[config.mk]
export PLATFORM = sky130hd
export DESIGN_NAME = data_mem_ctl
export DESIGN_NICKNAME = d
export VERILOG_FILES = /design/src/rtl/data_mem_pkg.sv /design/src/rtl/data_mem_array.sv /design/src/rtl/data_mem_ctl.sv
export SDC_FILE = /design/constraint.sdc
export NUM_CORES = 2
export LEC_CHECK = 0
export CAP_MARGIN = 20
export CORE_UTILIZATION = 30
export CTS_CLUSTER_SIZE = 10
export DETAILED_ROUTE_END_ITERATION = 12
export GPL_TIMING_DRIVEN = 0
export PLACE_DENSITY = 0.5
export SYNTH_ARGS = -nofsm -noshare
export SYNTH_HDL_FRONTEND = slang
export SYNTH_HIERARCHICAL = 1
export SYNTH_SLANG_ARGS = --single-unit
[constraint.sdc]
create_clock -name clk -period 18.6 [get_ports clk]
set_clock_uncertainty 0.15 [all_clocks]
set_input_delay 3.72 -clock clk [delete_from_list [all_inputs] [get_ports clk]]
set_output_delay 3.72 -clock clk [all_outputs]
set_load 0.02 [all_outputs]
[src/rtl/data_mem_pkg.sv]
// Shared defaults and FSM state encoding for the data memory controller.
package data_mem_pkg;

    localparam int DW_DEF     = 8;
    localparam int AW_DEF     = 8;
    localparam int WIN_DEF    = 4;
    localparam int RD_LAT_DEF = 1;

    typedef enum logic [0:0] {
        CLEAR = 1'b0,
        RUN   = 1'b1
    } state_t;

endpackage

[src/rtl/data_mem_array.sv]
// Word-addressed storage: one synchronous write port, one asynchronous read port.
module data_mem_array
    import data_mem_pkg::*;
#(
    parameter int DW = DW_DEF,
    parameter int AW = AW_DEF
) (
    input  logic          clk,
    input  logic          we,
    input  logic [AW-1:0] waddr,
    input  logic [DW-1:0] wdata,
    input  logic [AW-1:0] raddr,
    output logic [DW-1:0] rdata
);

    logic [DW-1:0] mem [2**AW];

    always_ff @(posedge clk) begin
        if (we) mem[waddr] <= wdata;
    end

    assign rdata = mem[raddr];

endmodule

[src/rtl/data_mem_ctl.sv]
// Data memory controller: zero-fill after reset, read/write access, and a live
// mirror of the lowest WIN words.
module data_mem_ctl
    import data_mem_pkg::*;
#(
    parameter int DW     = DW_DEF,
    parameter int AW     = AW_DEF,
    parameter int WIN    = WIN_DEF,
    parameter int RD_LAT = RD_LAT_DEF
) (
    input  logic              clk,
    input  logic              Reset,
    input  logic [AW-1:0]     DataAddress,
    input  logic              ReadMem,
    input  logic              WriteMem,
    input  logic [DW-1:0]     DataIn,
    output logic [DW-1:0]     DataOut,
    output logic              RdValid,
    output logic              Busy,
    output logic [WIN*DW-1:0] Win
);

    state_t        state_q;
    logic [AW-1:0] cnt_q;
    logic          clearing;
    logic          run;
    logic          we;
    logic [AW-1:0] waddr;
    logic [DW-1:0] wdata;
    logic [DW-1:0] rd_data;
    logic [DW-1:0] win_q [WIN];

    assign Busy     = (state_q == CLEAR);
    assign clearing = (state_q == CLEAR) && !Reset;
    assign run      = (state_q == RUN) && !Reset;

    always_ff @(posedge clk) begin
        if (Reset) begin
            state_q <= CLEAR;
            cnt_q   <= '0;
        end else if (state_q == CLEAR) begin
            cnt_q <= cnt_q + AW'(1);
            if (cnt_q == {AW{1'b1}}) state_q <= RUN;
        end
    end

    // The clear sequence owns the write port; user requests only reach it in RUN.
    always_comb begin
        we    = 1'b0;
        waddr = DataAddress;
        wdata = DataIn;
        if (clearing) begin
            we    = 1'b1;
            waddr = cnt_q;
            wdata = '0;
        end else if (run && WriteMem) begin
            we = 1'b1;
        end
    end

    data_mem_array #(
        .DW(DW),
        .AW(AW)
    ) u_array (
        .clk  (clk),
        .we   (we),
        .waddr(waddr),
        .wdata(wdata),
        .raddr(DataAddress),
        .rdata(rd_data)
    );

    always_ff @(posedge clk) begin
        for (int i = 0; i < WIN; i++) begin
            if (we && waddr == AW'(i)) win_q[i] <= wdata;
        end
    end

    for (genvar g = 0; g < WIN; g++) begin : g_win
        assign Win[g*DW +: DW] = win_q[g];
    end

    if (RD_LAT == 0) begin : g_rd_comb
        assign DataOut = rd_data;
        assign RdValid = ReadMem & ~Busy;
    end else begin : g_rd_reg
        logic [DW-1:0] dout_p1;
        logic          vld_p1;

        // p0 -> p1: async array read captured; old data wins over a same-edge write
        always_ff @(posedge clk) begin
            if (Reset) begin
                dout_p1 <= '0;
                vld_p1  <= 1'b0;
            end else if (run && ReadMem) begin
                dout_p1 <= rd_data;
                vld_p1  <= 1'b1;
            end else begin
                vld_p1  <= 1'b0;
            end
        end

        assign DataOut = dout_p1;
        assign RdValid = vld_p1;
    end

endmodule

==> results.cfg <==
[status]
status = complete, but fails checks
violations = max-capacitance violations, max-slew violations

[clock_tree]
cts_resized = 0
master_cell_of_the_clock_root_buffer = sky130_fd_sc_hd__clkbuf_16
numCtsBuffers = 234
cts_tree = yes
path_clk_slew_ns = 0.05
maximum_count_of_clock_buffers_along_a_single_path = 3
cts_max_level = 4
worst_skew_pair.late_latency_ns = 0.90
postCtsHoldBufs = 0
numClockSinks = 2098
post-cts-setup-buffers = 0

[global_route]
antenna_found_initial = 19
grt_pass1_vias = 42400
grt_first_pass_wirelength_mm = 365
grt_overflow = 0
track_usage_pct = 19.7
grt_start_max_net_pins = 48

[flow_run]
maxCapViolations = 1

[die]
die_height_um = 523
floorplan.initialDensity_pct = 30.3
dieArea_mm2 = 0.273
core.rowCount = 190
width_of_the_die_um = 523
core-area_mm2 = 0.269
top_level_i_o_count = 62

[hold_path]
min_delay_startpoint = DataOut[6]$_SDFFE_PP0P_
min_delay_path_depth = 2
whs_endpoint = DataOut[6]$_SDFFE_PP0P_
holdCritPathClass = flip-flop to flip-flop

[routing]
routed_wirelength_mm = 272
detail_route.iter0.violations = 6300
drt.antenna.violating_nets = 0
routed_via_density = 5.49
drtPass1Iterations = 8
route.vias.total = 43500
routed_wire_length_per_instance_um = 34.3
post-route-drc-count = 0

[logic_synthesis]
netlist_instances = 3876
ys.flop_type = sky130_fd_sc_hd__edfxtp_1
synth.avg_cell_area_um2 = 21.0
synth_sequential_area_ratio_pct = 77.2
synthesis.nets = 3897
synth_async_sr_flop_share_pct = 0
yosys_register_bits = 2098
syn-cell-area_mm2 = 0.0814
synthDistinctLibCells = 69
synth_edf_count = 2080
ys.warnings.count = 6

[worst_setup_path]
buffers_plus_inverters_on_the_worst_setup_path = 7
critical_path.max_fanout = 10
worst-setup-path-type = primary input to flip-flop
worst_r2r_endpoint = u_array/mem[131][2]$_DFFE_PP_
crit_path_frequent_cell = sky130_fd_sc_hd__buf_2
ordered_cell_list_for_the_critical_path = clkdlybuf4s50_1 > buf_2 > buf_4 > buf_2 > buf_2 > clkbuf_1 > nand3_1 > o211ai_1 > a21oi_1 > nor4_1 > nor4_1 > buf_2 > nand2_1 > nand2_1
critPathArrivalTime_ns = 9.76
start_kind = primary input
critPathMaxStageDelay_ns = 1.14
r2r-start = state_q$_SDFF_PP0_
crit_slowest_cell = sky130_fd_sc_hd__nor4_1
reg2reg_depth = 8
rrSetupSlack_ns = 12.71
timing.critical_path.required_ns = 19.19
end_kind = flip-flop
crit_family = buffers and inverters

[power]
finalPower_w = 0.00995
worst_ir_drop_vdd_v = 0.0000986
power.switching_fraction_pct = 22.4
cellLeakagePower_nw = 29.2
p_switching_w = 0.00223
clock_power_share_pct = 41.3
intPower_w = 0.00772
power_frac_seq_pct = 52.4
share_comb_of_total_power_pct = 6.4
powerDensity_mw_per_mm2 = 105

[sta]
maxSlewHeadroom_pct = -0.429
report.final.slew_viol_count = 1
period_minus_slack_ns = 9.17
grt_setup_unrepaired = no
hold_violations = 0
fin_ws_ns = 9.43
timing_worst_slew_pin_value_ns = 1.49
clock.fmax_mhz = 109
min_period_over_period_pct = 49.3
setup_violations = 0

[placement]
gp_routability_congestion = 0.930
placedCellCount = 7581
dp_hpwl_mm = 190
pre_cts_ws_ns = 8.76
number_of_buffers_inserted_by_port_buffering = 61
post_dp_cell_area_mm2 = 0.0881

[finish]
layout.core_utilization_pct = 35.2
final_net_count = 4295
post_route_cells_drive_above_1_share_pct = 22.2
finalNonFillerCells = 7913
layout.cell_area.non_filler_mm2 = 0.0947
area_growth_pct = 16.4
-- power by group through the flow --
stage	Clock (W)	Combinational, W	Sequential, W
3_3_place_gp	0	0.000575	0.00537
5_1_grt	0.00435	0.000642	0.00521
6_report	0.00411	0.000634	0.00521
3_5_place_dp	0	0.000622	0.00531
2_1_floorplan	0	0.000293	0.00533
4_1_cts	0.00418	0.000623	0.00521
-- routing by layer --
| metal | vias to the layer above | track usage [%] | wire length, um |
|---|---|---|---|
| met5 | - | 0 | 99 |
| met4 | 12 | 7.72 | 11300 |
| met3 | 471 | 4.34 | 25800 |
| met2 | 2371 | 30.3 | 124000 |
| met1 | 23700 | 27.2 | 111000 |
| li1 | 17000 | - | - |
-- through the flow --
stage / hold slack, ns / setup TNS [ns]
after floorplan: 0.326 / 0
after global placement: 0.319 / -6702.90
after detailed placement: 0.317 / 0
after CTS: 0.328 / 0
after global routing: 0.356 / 0
final: 0.330 / 0
-- logic make-up after synthesis --
group	share of synthesized area [%]
xor+xnor	0.0431
compound gates	3.45
mux	14.4
flops	77.2
simple gates	3.00
buf+inv	1.85
fa+ha+maj	0.0154
-- tightest hold or removal path: cells and delay by family (launching register included) --
family | cells | cell delay, ns
flip-flops | 1 | 0.31
AND/OR/NAND/NOR | 2 | 0.13
-- final cells by class --
cell class,count,area [um2]
buffer,240,1530
tap,3552,4440
clock buffer,297,6140
sequential,2098,62800
clock inverter,25,325
inverter,5,18.8
multi-input combinational,1533,17100
antenna,1,2.50
timing repair buffer,162,2310
fill,24900,174000
-- registers in the layout, summed over array words and instances, names as in the netlist --
register	flops
RdValid	1
state_q	1
win_q	32
cnt_q	8
u_array/mem	2048
DataOut	8
-- Yosys cell counts, types with 4 or more instances --
library cell	instances	area, um2
sky130_fd_sc_hd__a211oi_1	16	120
sky130_fd_sc_hd__a21oi_1	104	521
sky130_fd_sc_hd__a221oi_1	13	114
sky130_fd_sc_hd__a22o_1	8	70.1
sky130_fd_sc_hd__a22oi_1	133	998
sky130_fd_sc_hd__and2_1	6	37.5
sky130_fd_sc_hd__buf_1	22	82.6
sky130_fd_sc_hd__buf_12	8	160
sky130_fd_sc_hd__buf_2	33	165
sky130_fd_sc_hd__buf_4	30	225
sky130_fd_sc_hd__buf_6	21	236
sky130_fd_sc_hd__buf_8	13	195
sky130_fd_sc_hd__clkbuf_1	113	424
sky130_fd_sc_hd__dfxtp_1	18	360
sky130_fd_sc_hd__edfxtp_1	2080	62500
sky130_fd_sc_hd__mux2_1	8	90.1
sky130_fd_sc_hd__mux2i_1	135	1350
sky130_fd_sc_hd__mux4_2	454	10200
sky130_fd_sc_hd__nand2_1	50	188
sky130_fd_sc_hd__nand2b_1	9	56.3
sky130_fd_sc_hd__nand3_1	37	185
sky130_fd_sc_hd__nand3b_1	11	82.6
sky130_fd_sc_hd__nand4_1	12	75.1
sky130_fd_sc_hd__nand4b_1	4	35.0
sky130_fd_sc_hd__nor2_1	292	1100
sky130_fd_sc_hd__nor2b_1	40	250
sky130_fd_sc_hd__nor3_1	22	110
sky130_fd_sc_hd__nor4_1	26	163
sky130_fd_sc_hd__o211ai_1	10	75.1
sky130_fd_sc_hd__o21ai_0	12	60.1
sky130_fd_sc_hd__o221ai_1	46	403
sky130_fd_sc_hd__o22a_1	5	43.8
sky130_fd_sc_hd__o22ai_1	28	175
sky130_fd_sc_hd__o32ai_1	4	35.0
sky130_fd_sc_hd__or2_2	4	25.0
-- layout by cell type, fill, tap and decap left out, drive strengths merged, types with 8 or more instances in the layout --
cell type and n:
mux2i 135, clkdlybuf4s50 61, a221oi 14, mux4 456, inv 12, a211oi 16
o211ai 10, a21oi 104, o21ai 14, nor2 292, nand3b 11, nand2b 9
a22o 8, mux2 9, a22oi 133, nor2b 40, o221ai 47, o22ai 28
clkbuf 414, nand4 12, edfxtp 2080, nor3 22, dfxtp 18, nand2 51
buf 224, clkinv 15, nor4 29, nand3 37
-- how the worst max path moves through the flow --
stage,from,end,slack [ns],depth (start not counted)
global route,DataAddress[1],DataOut[7]$_SDFFE_PP0P_,9.71,14
detailed placement,DataAddress[1],DataOut[7]$_SDFFE_PP0P_,8.76,14
CTS,DataAddress[1],DataOut[7]$_SDFFE_PP0P_,9.67,14
floorplan,Reset,u_array/mem[0][0]$_DFFE_PP_,6.51,4
global placement,Reset,u_array/mem[136][0]$_DFFE_PP_,-4.27,5
finish,DataAddress[1],DataOut[7]$_SDFFE_PP0P_,9.43,14
No activity file was read; power rests on OpenSTA's default activity.
